### config.mk
export PLATFORM = sky130hd
export DESIGN_NAME = hist_lut_loader
export DESIGN_NICKNAME = d
export VERILOG_FILES = /design/src/rtl/hist_eq_pkg.sv /design/src/rtl/hist_lut_scale.sv /design/src/rtl/hist_lut_loader.sv
export SDC_FILE = /design/constraint.sdc
export NUM_CORES = 1
export LEC_CHECK = 0
export CAP_MARGIN = 20
export CELL_PAD_IN_SITES_DETAIL_PLACEMENT = 0
export CELL_PAD_IN_SITES_GLOBAL_PLACEMENT = 1
export CORE_AREA = 2 2 141 143
export CTS_CLUSTER_SIZE = 25
export DETAILED_ROUTE_END_ITERATION = 10
export DIE_AREA = 0 0 143 145
export GPL_ROUTABILITY_DRIVEN = 0
export MAX_ROUTING_LAYER = met4
export PLACE_DENSITY_LB_ADDON = 0.1
export RECOVER_POWER = 25
export SYNTH_ARGS = -nofsm -noshare
export SYNTH_HDL_FRONTEND = slang
export SYNTH_SLANG_ARGS = --single-unit
### constraint.sdc
create_clock -name clk -period 5.4 [get_ports clk]
set_input_delay 1.08 -clock clk [delete_from_list [all_inputs] [get_ports clk]]
set_output_delay 1.08 -clock clk [all_outputs]
set_load 0.1 [all_outputs]
### src/rtl/hist_eq_pkg.sv
// Shared constants for the histogram-equalisation LUT loader: bin count, LUT ceiling,
// FSM state encoding and the depth of the read/accumulate/scale pipeline.
package hist_eq_pkg;
  localparam int         NBINS    = 256;
  localparam logic [7:0] LUT_MAX  = 8'd255;
  localparam int         PIPE_LAT = 3;

  localparam logic [1:0] S_IDLE  = 2'd0;
  localparam logic [1:0] S_READ  = 2'd1;
  localparam logic [1:0] S_DRAIN = 2'd2;
  localparam logic [1:0] S_FIN   = 2'd3;
endpackage

### src/rtl/hist_lut_scale.sv
// Scale stage: prod = cdf*SCALE + half-LSB, registered, then shifted and clamped to 0..255.
// Address and valid travel with the data so the output is a self-contained write strobe.
module hist_lut_scale
  import hist_eq_pkg::*;
#(
  parameter int BIN_W   = 20,
  parameter int SCALE_W = 16,
  parameter int SCALE   = 13926,
  parameter int SHIFT   = 24
) (
  input  logic             clk,
  input  logic             rst,
  input  logic             in_valid,
  input  logic [7:0]       in_addr,
  input  logic [BIN_W-1:0] in_cdf,
  output logic             out_valid,
  output logic [7:0]       out_addr,
  output logic [7:0]       out_data
);
  localparam int PROD_W = BIN_W + SCALE_W;
  localparam logic [PROD_W-1:0]  ROUND_ONE = 1;
  localparam logic [PROD_W-1:0]  ROUND     = ROUND_ONE << (SHIFT - 1);
  localparam logic [SCALE_W-1:0] SCALE_C   = SCALE_W'(SCALE);

  logic              valid_q, valid_d;
  logic [7:0]        addr_q, addr_d;
  logic [PROD_W-1:0] prod_q, prod_d;
  logic [PROD_W-1:0] shifted;

  always_comb begin
    valid_d = in_valid;
    addr_d  = in_valid ? in_addr : addr_q;
    prod_d  = prod_q;
    if (in_valid)
      prod_d = {{SCALE_W{1'b0}}, in_cdf} * {{BIN_W{1'b0}}, SCALE_C} + ROUND;
  end

  always_ff @(posedge clk or posedge rst) begin
    if (rst) begin
      valid_q <= 1'b0;
      addr_q  <= '0;
      prod_q  <= '0;
    end else begin
      valid_q <= valid_d;
      addr_q  <= addr_d;
      prod_q  <= prod_d;
    end
  end

  always_comb begin
    shifted   = prod_q >> SHIFT;
    out_valid = valid_q;
    out_addr  = valid_q ? addr_q : 8'd0;
    out_data  = 8'd0;
    if (valid_q)
      out_data = (shifted > PROD_W'(LUT_MAX)) ? LUT_MAX : shifted[7:0];
  end
endmodule

### src/rtl/hist_lut_loader.sv
// Per-frame LUT rebuild: reads 256 histogram bins, accumulates a saturating CDF and
// streams scaled LUT writes. `define HIST_CLEAR_EN clears each bin as it is read.
module hist_lut_loader
  import hist_eq_pkg::*;
#(
  parameter int BIN_W   = 20,
  parameter int SCALE_W = 16,
  parameter int SCALE   = 13926,
  parameter int SHIFT   = 24
) (
  input  logic             clk,
  input  logic             rst,
  input  logic             start,
  output logic             hist_rden,
  output logic [7:0]       hist_rdaddr,
  input  logic [BIN_W-1:0] hist_q,
  output logic             hist_wren,
  output logic [7:0]       hist_wraddr,
  output logic             update,
  output logic [7:0]       update_address,
  output logic [7:0]       update_data,
  output logic             busy,
  output logic             done,
  output logic             overrun
);
  // update is a push-only strobe: the LUT accepts a write on every cycle update=1,
  // there is no ready; the address/data pair is valid only in that cycle.
  logic [1:0]       state_q, state_d;
  logic [7:0]       rd_cnt_q, rd_cnt_d;
  logic [1:0]       drain_cnt_q, drain_cnt_d;
  logic             rd_valid_q, rd_valid_d;
  logic [7:0]       rd_addr_q, rd_addr_d;
  logic [BIN_W-1:0] cdf_q, cdf_d;
  logic             cdf_valid_q, cdf_valid_d;
  logic [7:0]       cdf_addr_q, cdf_addr_d;
  logic [BIN_W:0]   cdf_sum;
  logic             start_accept;

  assign start_accept = start && (state_q == S_IDLE || state_q == S_FIN);

  always_ff @(posedge clk or posedge rst) begin
    if (rst) begin
      state_q     <= S_IDLE;
      rd_cnt_q    <= '0;
      drain_cnt_q <= '0;
      rd_valid_q  <= 1'b0;
      rd_addr_q   <= '0;
      cdf_q       <= '0;
      cdf_valid_q <= 1'b0;
      cdf_addr_q  <= '0;
    end else begin
      state_q     <= state_d;
      rd_cnt_q    <= rd_cnt_d;
      drain_cnt_q <= drain_cnt_d;
      rd_valid_q  <= rd_valid_d;
      rd_addr_q   <= rd_addr_d;
      cdf_q       <= cdf_d;
      cdf_valid_q <= cdf_valid_d;
      cdf_addr_q  <= cdf_addr_d;
    end
  end

  always_comb begin
    state_d     = state_q;
    rd_cnt_d    = rd_cnt_q;
    drain_cnt_d = drain_cnt_q;
    case (state_q)
      S_IDLE, S_FIN: begin
        if (start) begin
          state_d  = S_READ;
          rd_cnt_d = 8'd0;
        end else begin
          state_d = S_IDLE;
        end
      end
      S_READ: begin
        rd_cnt_d = rd_cnt_q + 8'd1;
        if (rd_cnt_q == 8'(NBINS - 1)) begin
          state_d     = S_DRAIN;
          drain_cnt_d = 2'd0;
        end
      end
      S_DRAIN: begin
        drain_cnt_d = drain_cnt_q + 2'd1;
        if (drain_cnt_q == 2'(PIPE_LAT - 1)) state_d = S_FIN;
      end
      default: state_d = S_IDLE;
    endcase
  end

  // Accumulate one cycle after the read; the sum carries an extra bit to detect saturation.
  always_comb begin
    rd_valid_d  = (state_q == S_READ);
    rd_addr_d   = rd_cnt_q;
    cdf_sum     = {1'b0, cdf_q} + {1'b0, hist_q};
    cdf_d       = cdf_q;
    if (start_accept)
      cdf_d = '0;
    else if (rd_valid_q)
      cdf_d = cdf_sum[BIN_W] ? {BIN_W{1'b1}} : cdf_sum[BIN_W-1:0];
    cdf_valid_d = rd_valid_q;
    cdf_addr_d  = rd_addr_q;
  end

  always_comb begin
    hist_rden   = (state_q == S_READ);
    hist_rdaddr = (state_q == S_READ) ? rd_cnt_q : 8'd0;
    busy        = (state_q == S_READ) || (state_q == S_DRAIN);
    done        = (state_q == S_FIN);
    overrun     = start && busy;
`ifdef HIST_CLEAR_EN
    hist_wren   = rd_valid_q;
    hist_wraddr = rd_valid_q ? rd_addr_q : 8'd0;
`else
    hist_wren   = 1'b0;
    hist_wraddr = 8'd0;
`endif
  end

  hist_lut_scale #(
    .BIN_W  (BIN_W),
    .SCALE_W(SCALE_W),
    .SCALE  (SCALE),
    .SHIFT  (SHIFT)
  ) u_scale (
    .clk      (clk),
    .rst      (rst),
    .in_valid (cdf_valid_q),
    .in_addr  (cdf_addr_q),
    .in_cdf   (cdf_q),
    .out_valid(update),
    .out_addr (update_address),
    .out_data (update_data)
  );
endmodule

==> flow_metrics.py <==
metrics = {
    "timing": {
        "hold_viol": 0,
        "rsz0062_at_grt": "true",
        "finalClockSkew_ns": 0.0142,
        "max_freq_ghz": 0.186,
        "fin_crit_ns": 5.37,
        "fin_crit_sh_pct": 99.5,
        "setup-tns-final_ns": 0,
        "worst_pin_slew_ns": 0.977,
        "max_slew_margin_pct": 34.7,
        "slew_violations": 0,
        "finalSetupViolations": 0,
    },
    "setup_path": {
        "worstPathRequired_ns": 5.67,
        "crit_slowest_cell": "fa_1",
        "cpLargestDelayFamily": "adder cells",
        "end_kind": "flip-flop",
        "crit_arrival_ns": 5.65,
        "critPathKind": "reg -> reg",
        "startpoint_type": "flip-flop",
        "path_max_fanout": 4,
        "cp_num_cells": 20,
        "worst-r2r-cell-count": 20,
        "cp.buffers_inverters": 4,
        "path_cells": "buf_6, ha_4, fa_1, fa_1, inv_2, fa_1, fa_1, inv_2, ha_4, nand3_4, nor2_4, o2111ai_4, o21ai_2, mux2i_2, nand3_2, nor3_4, buf_6, nand4_2, or3_1, o2bb2ai_2",
        "crit_top_cell": "fa_1",
        "slowest_delay_ns": 0.54,
    },
    "min_path": {
        "min_path_type": "reg -> reg",
        "holdPathStages": 0,
    },
    "synthesis": {
        "synth_edf_count": 0,
        "syn_inst": 838,
        "synth_area_leaders": "dfrtp_1, fa_1, ha_1",
        "synth_area_sq_um": 8180,
        "synth-async-reset-ratio_pct": 100,
        "avgSynthCellArea_sq_um": 9.76,
        "yosys_warnings": 0,
        "ys_seq_elements": 70,
        "synth-main-ff-cell": "dfrtp_1",
        "ys_types": 63,
        "synth_top_area_share_pct": 21.4,
        "synth-seq-area-share_pct": 21.4,
        "yosysTopAreaCell": "dfrtp_1",
    },
    "finish": {
        "fill_cells": 1655,
        "area_growth_pct": 34.2,
        "nNetsFinal": 1227,
        "final_common_cell": "inv_1",
        "diodes": 0,
        "final_layout_size_suffix_gt1_share_pct": 27.0,
        "layout_common_cells": "inv_1, buf_4, fa_1, ha_1, dfrtp_1",
    },
    "clocking": {
        "ctsRootBufferMaster": "clkbuf_16",
        "worstSkewPairLatency_ns": 0.34,
        "path_clk_slew_ns": 0.07,
        "cts_htree_levels": 3,
        "clock_sinks": 70,
        "cts-buffers-inserted": 9,
        "cts_tree": "done",
        "cts_max_path_buffers": 2,
    },
    "routing": {
        "wl_mm": 19.6,
        "antenna_left": 0,
        "first_pass_iters": 4,
        "wire_per_inst_um": 15.4,
        "num_vias": 6222,
        "route.detailed.drc": 0,
        "drt-vias-per-instance": 4.90,
        "drt_iter0_markers": 252,
    },
    "floorplan": {
        "coreArea_sq_um": 19200,
        "start_util_pct": 42.6,
        "dieHeight_um": 145,
        "dieArea_sq_um": 20700,
        "die_w_um": 143,
        "rows": 51,
        "io_pins": 61,
    },
    "flow_run": {
        "timing.max_cap.violations": 0,
    },
    "global_routing": {
        "grt_max_degree": 49,
        "overflow": 0,
        "track_usage_pct": 20.7,
        "grt_pass1_vias": 6734,
        "grt_pass1_wl_mm": 33.5,
        "antenna_found_initial": 0,
    },
    "status": {
        "status": "finished, final reports clean",
    },
    "placed_design": {
        "dp_hpwl_mm": 15.8,
        "io_buffers": 51,
    },
}
-- layer usage --
| layer | wire [um] | part of all wire, % | up-vias | GRT usage [%] |
|---|---|---|---|---|
| met5 | 0 | 0 | - | - |
| met4 | 180 | 0.92 | 0 | 4.31 |
| met3 | 661 | 3.4 | 10 | 2.31 |
| met2 | 9270 | 47 | 96 | 32.9 |
| met1 | 9450 | 48 | 3044 | 28.8 |
| li1 | - | - | 3072 | - |
-- synth_stat cells (all sizes together) (5+ instances only) --
library cell  instances
a21oi                59
a21o                 16
nor2                 24
clkbuf               11
nand3                15
o21ai                39
o21a                 19
and2                 22
xor2                 34
nor3                  6
dfrtp                70
a211oi                5
buf                  12
ha                  121
mux2                 15
fa                   83
inv                 158
nand2                35
nand2b                8
xnor2                25
-- kinds of logic (layout without fill, tap and decap cells) --
family | after synthesis | in the layout | share of synthesized area [%]
adder cells (fa/ha/maj) | 204 | 204 | 38.8
XOR/XNOR | 60 | 60 | 6.68
other | 1 | 9 | 0.0458
flip-flops | 70 | 70 | 21.4
AND/OR/NAND/NOR | 131 | 131 | 8.32
buffers and inverters | 181 | 340 | 8.75
multiplexers | 17 | 17 | 2.36
AO/OA/AOI/OAI | 174 | 174 | 13.6
-- state kept, by name (all words and copies together) (netlist names) --
| signal | flops |
|---|---|
| cdf_q | 20 |
| u_scale.prod_q | 11 |
| cdf_addr_d | 8 |
| cdf_addr_q | 8 |
| rd_addr_d | 8 |
| u_scale.addr_q | 8 |
| drain_cnt_q | 2 |
| state_q | 2 |
| cdf_valid_d | 1 |
| cdf_valid_q | 1 |
| u_scale.out_valid | 1 |
-- what timing repair did --
action                                  in CTS  in global routing
gates cloned                                 0                  0
pin swaps                                   67                 56
endpoints found under the setup margin       9                  8
resized for setup                          104                 49
hold buffers                                 0                  0
setup buffers                               17                  9
-- cell type report --
cell class / count / area [sq um] / area share (%)
tap: 265 / 332 / 3.02
sequential: 70 / 1770 / 16.1
clock inverter: 7 / 63.8 / 0.581
clock buffer: 9 / 225 / 2.05
timing repair buffer: 166 / 1420 / 12.9
inverter: 158 / 593 / 5.40
multi-input combinational: 595 / 6580 / 59.9
-- metrics by stage --
stage | hold WS, ns | instances | setup slack [ns] | utilization (%) | area [sq um]
global placement | 0.334 | 1228 | -0.184 | 50.0 | 9610
finish | 0.348 | 1270 | 0.0262 | 57.2 | 11000
floorplan | 0.331 | 846 | 0.0623 | - | 8220
global route | 0.353 | 1270 | -0.168 | 57.2 | 11000
detailed placement | 0.338 | 1228 | -0.243 | 50.0 | 9610
CTS | 0.351 | 1261 | -0.0194 | 55.7 | 10700
-- final timing paths --
| check | end | slack, ns | start |
|---|---|---|---|
| setup / recovery | u_scale.prod_q[34] | 0.03 | cdf_q[9] |
| hold / removal | cdf_addr_q[4] | 0.35 | cdf_addr_d[4] |
| setup reg to reg | u_scale.prod_q[34] | 0.03 | cdf_q[9] |
| hold reg to reg | cdf_addr_q[4] | 0.35 | cdf_addr_d[4] |
| max in group asynchronous | u_scale.prod_q[29] | 2.92 | rst |
| min in group asynchronous | state_q[0] | 1.35 | rst |
Power is left out: the tool's default activity adds up to more than one toggle a clock period on the data nets, which glitch-free logic cannot reach.
